`config.mk`:
```
export PLATFORM = sky130hd
export DESIGN_NAME = battle_front
export DESIGN_NICKNAME = d
export VERILOG_FILES = /design/src/rtl/battle_front.sv
export SDC_FILE = /design/constraint.sdc
export NUM_CORES = 1
export LEC_CHECK = 0
export BUFFER_PORTS_ARGS = -buffer_cell sky130_fd_sc_hd__buf_2
export CAP_MARGIN = 20
export CELL_PAD_IN_SITES_DETAIL_PLACEMENT = 1
export CELL_PAD_IN_SITES_GLOBAL_PLACEMENT = 1
export CORE_AREA = 2 2 78 154
export CTS_CLUSTER_DIAMETER = 150
export DETAILED_ROUTE_END_ITERATION = 8
export DIE_AREA = 0 0 80 156
export PLACE_DENSITY_LB_ADDON = 0.1
export SYNTH_ARGS = -nofsm -noshare
export SYNTH_HDL_FRONTEND = slang
export SYNTH_SLANG_ARGS = --single-unit
export TNS_END_PERCENT = 1
```
`constraint.sdc`:
```
create_clock -name clk -period 5.69 [get_ports clk]
set_input_delay 0.2845 -clock clk [delete_from_list [all_inputs] [get_ports clk]]
set_output_delay 0.2845 -clock clk [all_outputs]
set_load 0.03 [all_outputs]
```
`src/rtl/battle_front.sv`:
```
// battle_front: per-tick combat sequencer for the enemy slot array.
// Each round scans the slots for the frontmost live enemy, strobes every
// live enemy to move, sums the damage they report (saturating at 255), and
// then strikes the chosen front enemy with the player's damage.
// Every output is taken from a register and never directly from an input.

module battle_front #(
   parameter int N_ENEMY = 4
) (
   input  logic                   clk,
   input  logic                   reset_n,
   input  logic                   gameTick,
   input  logic [8:0]             playerFront,
   input  logic [7:0]             playerDamage,
   input  logic [9*N_ENEMY-1:0]   enemyPos,
   input  logic [8*N_ENEMY-1:0]   enemyDmg,
   input  logic [2*N_ENEMY-1:0]   enemyType,
   output logic [N_ENEMY-1:0]     moveSCEN,
   output logic [N_ENEMY-1:0]     damageSCEN,
   output logic [7:0]             damageIn,
   output logic [8:0]             unitFront,
   output logic [8:0]             enemyFront,
   output logic [7:0]             enemyDamage,
   output logic                   busy,
   output logic                   tickDone,
   output logic                   overrun
);

   localparam int IDXW = (N_ENEMY > 1) ? $clog2(N_ENEMY) : 1;
   localparam logic [IDXW-1:0] LAST_IDX = IDXW'(N_ENEMY - 1);
   localparam logic [N_ENEMY-1:0] ONE_HOT0 = N_ENEMY'(1);

   typedef enum logic [2:0] {
      S_IDLE   = 3'd0,
      S_SCAN   = 3'd1,
      S_MOVE   = 3'd2,
      S_SETTLE = 3'd3,
      S_ACCUM  = 3'd4,
      S_HIT    = 3'd5,
      S_DONE   = 3'd6
   } state_t;

   state_t               r_state;
   state_t               w_state_nxt;

   // Slot walker and per-round tracking
   logic [IDXW-1:0]      r_idx;
   logic [8:0]           r_best_pos;
   logic [IDXW-1:0]      r_best_idx;
   logic                 r_found;
   logic [8:0]           r_acc;

   // Registered outputs
   logic [N_ENEMY-1:0]   r_move;
   logic [N_ENEMY-1:0]   r_hit;
   logic [7:0]           r_dmg_in;
   logic [8:0]           r_unit_front;
   logic [8:0]           r_enemy_front;
   logic [7:0]           r_enemy_damage;
   logic                 r_busy;
   logic                 r_done;
   logic                 r_overrun;

   // Combinational helpers
   logic [N_ENEMY-1:0]   w_live;
   logic [8:0]           w_sel_pos;
   logic [7:0]           w_sel_dmg;
   logic                 w_sel_live;
   logic                 w_last;
   logic                 w_take;
   logic [8:0]           w_best_pos_nxt;
   logic [IDXW-1:0]      w_best_idx_nxt;
   logic                 w_found_nxt;
   logic [8:0]           w_acc_sum;
   logic [8:0]           w_acc_nxt;
   logic [N_ENEMY-1:0]   w_move_nxt;
   logic [N_ENEMY-1:0]   w_hit_nxt;
   logic [7:0]           w_dmg_in_nxt;
   logic                 w_done_nxt;
   logic                 w_busy_nxt;

   // Live mask: a slot is alive whenever its type field is non-zero
   always_comb begin
      w_live = '0;
      for (int i = 0; i < N_ENEMY; i++) begin
         w_live[i] = |enemyType[2*i +: 2];
      end
   end

   // Select the slot currently addressed by the walker
   assign w_sel_pos  = enemyPos[9*int'(r_idx) +: 9];
   assign w_sel_dmg  = enemyDmg[8*int'(r_idx) +: 8];
   assign w_sel_live = w_live[r_idx];
   assign w_last     = (r_idx == LAST_IDX);

   // Front tracking: strictly greater wins, so ties keep the lower index
   always_comb begin
      w_take         = w_sel_live && (!r_found || (w_sel_pos > r_best_pos));
      w_best_pos_nxt = w_take ? w_sel_pos : r_best_pos;
      w_best_idx_nxt = w_take ? r_idx : r_best_idx;
      w_found_nxt    = r_found | w_take;
   end

   // Saturating damage accumulator; 9 bits hold 255 + 255 without wrap
   always_comb begin
      w_acc_sum = r_acc + {1'b0, w_sel_dmg};
      if (!w_sel_live) begin
         w_acc_nxt = r_acc;
      end else if (w_acc_sum > 9'd255) begin
         w_acc_nxt = 9'd255;
      end else begin
         w_acc_nxt = w_acc_sum;
      end
   end

   // Next-state and next-output decode for the round sequencer
   always_comb begin
      w_state_nxt  = r_state;
      w_move_nxt   = '0;
      w_hit_nxt    = '0;
      w_dmg_in_nxt = 8'd0;
      w_done_nxt   = 1'b0;
      case (r_state)
         S_IDLE: begin
            if (gameTick) begin
               w_state_nxt = S_SCAN;
            end else begin
               w_state_nxt = S_IDLE;
            end
         end
         S_SCAN: begin
            if (w_last) begin
               w_state_nxt = S_MOVE;
            end else begin
               w_state_nxt = S_SCAN;
            end
         end
         S_MOVE: begin
            w_move_nxt  = w_live;
            w_state_nxt = S_SETTLE;
         end
         S_SETTLE: begin
            w_state_nxt = S_ACCUM;
         end
         S_ACCUM: begin
            if (!w_last) begin
               w_state_nxt = S_ACCUM;
            end else if (r_found) begin
               w_state_nxt = S_HIT;
            end else begin
               w_state_nxt = S_DONE;
            end
         end
         S_HIT: begin
            w_hit_nxt    = ONE_HOT0 << r_best_idx;
            w_dmg_in_nxt = playerDamage;
            w_state_nxt  = S_DONE;
         end
         S_DONE: begin
            w_done_nxt  = 1'b1;
            w_state_nxt = S_IDLE;
         end
         default: begin
            w_state_nxt = S_IDLE;
         end
      endcase
      w_busy_nxt = (w_state_nxt != S_IDLE);
   end

   // State register
   always_ff @(posedge clk or negedge reset_n) begin
      if (!reset_n) begin
         r_state <= S_IDLE;
      end else begin
         r_state <= w_state_nxt;
      end
   end

   // Strobe and status output registers, one cycle behind the state
   always_ff @(posedge clk or negedge reset_n) begin
      if (!reset_n) begin
         r_move   <= '0;
         r_hit    <= '0;
         r_dmg_in <= 8'd0;
         r_done   <= 1'b0;
         r_busy   <= 1'b0;
      end else begin
         r_move   <= w_move_nxt;
         r_hit    <= w_hit_nxt;
         r_dmg_in <= w_dmg_in_nxt;
         r_done   <= w_done_nxt;
         r_busy   <= w_busy_nxt;
      end
   end

   // Round datapath: slot walker, front tracking, accumulator, results
   always_ff @(posedge clk or negedge reset_n) begin
      if (!reset_n) begin
         r_idx          <= '0;
         r_best_pos     <= 9'd0;
         r_best_idx     <= '0;
         r_found        <= 1'b0;
         r_acc          <= 9'd0;
         r_unit_front   <= 9'd0;
         r_enemy_front  <= 9'd0;
         r_enemy_damage <= 8'd0;
      end else begin
         case (r_state)
            S_IDLE: begin
               if (gameTick) begin
                  r_unit_front <= playerFront;
                  r_best_pos   <= 9'd0;
                  r_best_idx   <= '0;
                  r_found      <= 1'b0;
                  r_acc        <= 9'd0;
                  r_idx        <= '0;
               end
            end
            S_SCAN: begin
               r_best_pos <= w_best_pos_nxt;
               r_best_idx <= w_best_idx_nxt;
               r_found    <= w_found_nxt;
               if (w_last) begin
                  r_idx         <= '0;
                  r_enemy_front <= w_found_nxt ? w_best_pos_nxt : 9'd0;
               end else begin
                  r_idx <= r_idx + IDXW'(1);
               end
            end
            S_MOVE, S_SETTLE: begin
               r_idx <= '0;
            end
            S_ACCUM: begin
               r_acc <= w_acc_nxt;
               if (w_last) begin
                  r_idx          <= '0;
                  r_enemy_damage <= w_acc_nxt[7:0];
               end else begin
                  r_idx <= r_idx + IDXW'(1);
               end
            end
            default: begin
               r_idx <= r_idx;
            end
         endcase
      end
   end

   // Sticky overrun: any tick seen while a round is running
   always_ff @(posedge clk or negedge reset_n) begin
      if (!reset_n) begin
         r_overrun <= 1'b0;
      end else if (gameTick && (r_state != S_IDLE)) begin
         r_overrun <= 1'b1;
      end
   end

   assign moveSCEN    = r_move;
   assign damageSCEN  = r_hit;
   assign damageIn    = r_dmg_in;
   assign unitFront   = r_unit_front;
   assign enemyFront  = r_enemy_front;
   assign enemyDamage = r_enemy_damage;
   assign busy        = r_busy;
   assign tickDone    = r_done;
   assign overrun     = r_overrun;

endmodule

```
==> metrics <==
Int Power 1.61 mW; Flop pwr share 30.1%; vias in the first global route 3,802; Avg Vias per Cell 5.21; Final Setup Violations 0; GRT overflow 0; worst-margin pin slew 1.04 ns; Comb pwr share 49.9%; area leader, netlist dfrtp_1; IO buf count 140; fin nets 612; dpl cells 628; setup repair bufs after CTS 0; global-route wire length before repair 18.9 mm; Total Neg Setup Slack 0 ns; CTS tree yes; kind of end point of the critical path register; TritonCTS Buffers 9; Final period util around three quarters; core area 11,300 um2; most numerous cell in the Yosys netlist dfrtp_1; P&R area growth vs syn 29.0%; CTS Hold Bufs 0; multi-input combinational cell area 1980 um2; FF+latch area 1780 um2; class of the worst hold path input pin to asynchronous set/reset pin; DRC viols 0; pin count of the biggest net entering global routing 72; CTS resizes 0; number of max-cap violations 0; Placement Rows 55; synth top area cells dfrtp_1 (46%), mux4_2 (9.9%), ha_1 (5.8%); Yosys warning count 0; final wirelength 11.7 mm; syn avg cell area 10.8 um2; Net Sw Frac a little over two fifths; Worst EP arrival roughly 4.5 ns; drt first pass iters 4; Fmax achieved 233 MHz; via count about 3.4k; NetSw approximately 1.3 mW; Clock Power Share 20.0%; RSZ-0062 raised after global routing no; Die X roughly 80 um; post-DP HPWL slightly below 9 mm; minimum clock period 4.29 ns; P_leak 2.50 nW; required time of the critical path 5.91 ns; slew margin rel. about 31%; clock sinks just over 70; initial core utilization 34.4%; sequential area share after synthesis a little under half; post-route ant nets 0; IO Pins 141; CTS max path bufs 2; die area 12,500 um2; Total GRT Usage 20.0%; H-Tree Depth 3; initial antenna violation count 0; pwr dens around 570 nW/um2; Non-Filler Instances 644; #FFs+latches synth 71; share of cells above drive strength 1 36.7%; CP max FO 15; number of synthesized flops with an enable pin 0; ys flop type dfrtp_1; Synth top area share 45.8%; final hold vios 0; asr flop ratio synth 100%; Yosys cell types 44; Worst-path clk slew 0.06 ns; Synth Instances 361; WS Path Type register to register; Setup Skew 0.00657 ns; Die Ht 156 um; Root Driver clkbuf_16; Worst VDD drop 0.199 mV; initial detailed-routing violation count 94; Commonest cells post-synth dfrtp_1 (71), nand2_1 (27), nor2_1 (27), a21oi_1 (26), o21ai_0 (26); Fill cells 1,353; status complete, no violations; Avg WL per Cell 18.2 um; n_diodes 0; Startpoint Class register; GP Congestion 0.807; Clk Latency, worst-skew pair 0.34 ns; Slew Limit Fails 0; Synth Cell Area 3880 um2; syn nets 476
path summary, 6_finish.rpt:
path / startpoint / endpoint / slack [ns] / depth (start not counted)
worst max-delay path: r_idx[0]$_DFFE_PN0P_ / r_best_pos[7]$_DFFE_PN0P_ / 1.40 / 8
worst min-delay path: reset_n / damageIn[7]$_DFF_PN0_ / 0.08 / 1
worst max register to register: r_idx[0]$_DFFE_PN0P_ / r_best_pos[7]$_DFFE_PN0P_ / 1.40 / 8
worst min register to register: overrun$_DFFE_PN0P_ / overrun$_DFFE_PN0P_ / 0.47 / 1
max in group asynchronous: reset_n / enemyFront[1]$_DFFE_PN0P_ / 5.00 / 1
min in group clk: playerDamage[1] / damageIn[1]$_DFF_PN0_ / 0.14 / 2
logic make-up (layout without fill, tap and decap cells):
kind of cell	after synthesis	in the layout	synth area share, %
AOI/OAI and AO/OA	81	81	11.8
xor gates and xnor gates	6	6	1.35
adders and majority gates	19	19	6.32
buffers and inverters	33	174	3.32
DFF	71	71	45.8
muxes	48	48	18.5
and+or+nand+nor	103	103	12.9
placed cells by master (no fill, tap or decap), drive strengths merged, types with 3 or more instances in the layout:
cell | synthesis | final
a21oi | 26 | 26
a22o | 3 | 3
and2 | 11 | 11
and3 | 11 | 11
buf | 4 | 142
clkbuf | 13 | 10
clkinvlp | 0 | 3
dfrtp | 71 | 71
ha | 18 | 18
inv | 16 | 17
mux2 | 19 | 19
mux2i | 12 | 12
mux4 | 17 | 17
nand2 | 27 | 27
nand3 | 11 | 11
nand4 | 3 | 3
nor2 | 27 | 27
nor2b | 4 | 4
o21ai | 36 | 36
xnor2 | 4 | 4
per-layer routing:
metal  share of wire [%]  vias up  track usage [%]
met5                   0        -                0
met4                 2.7        0             8.39
met3                 3.7       20             3.65
met2                  60       91             38.4
met1                  34     1669             20.2
li1                    -     1576                -
power by group through the flow:
stage | Combinational (mW) | Clock (mW) | Sequential, mW
after floorplan | 0.874 | 0 | 1.02
final | 1.43 | 0.572 | 0.863
after detailed placement | 1.45 | 0 | 0.876
after global placement | 1.41 | 0 | 0.864
after global routing | 1.59 | 0.611 | 0.899
after CTS | 1.46 | 0.592 | 0.868
registers in the layout, indices dropped and copies added, names as in the netlist:
| register | cells |
|---|---|
| enemyFront | 9 |
| r_acc | 9 |
| r_best_pos | 9 |
| unitFront | 9 |
| damageIn | 8 |
| enemyDamage | 8 |
| damageSCEN | 4 |
| moveSCEN | 4 |
| r_state | 3 |
| r_best_idx | 2 |
| r_idx | 2 |
| busy | 1 |
| overrun | 1 |
| r_found | 1 |
| tickDone | 1 |
cell type report:
type	instances	share of cell area, %
Clock inverter	6	1.40
Inverter	16	1.20
Clock buffer	10	4.57
Multi-Input combinational cell	257	39.5
Tap cell	142	3.55
Timing Repair Buffer	142	14.3
Sequential cell	71	35.5
through the flow:
step           total power [mW]  hold WS [ns]  setup WS, ns  util (%)  cell area, um2
3_5_place_dp               2.32         0.461          1.37      41.7            4710
3_3_place_gp               2.27         0.456          1.54      41.7            4710
4_1_cts                    2.92         0.135          1.33      44.4            5010
6_report                   2.87        0.0784          1.40      44.4            5010
5_1_grt                    3.10         0.151          1.01      44.4            5010
2_1_floorplan              1.89       -0.0111          2.47         -            3880
critical path: stages, from the launching register on:
cell and delay, ns:
dfrtp_1 0.93, mux4_2 0.64, ha_1 0.32, a21oi_1 0.16, o21ai_1 0.08, a2111oi_0 0.46, a221o_1 0.67, or2_1 0.52
mux2_1 0.38
No activity file was read; power rests on OpenSTA's default activity.
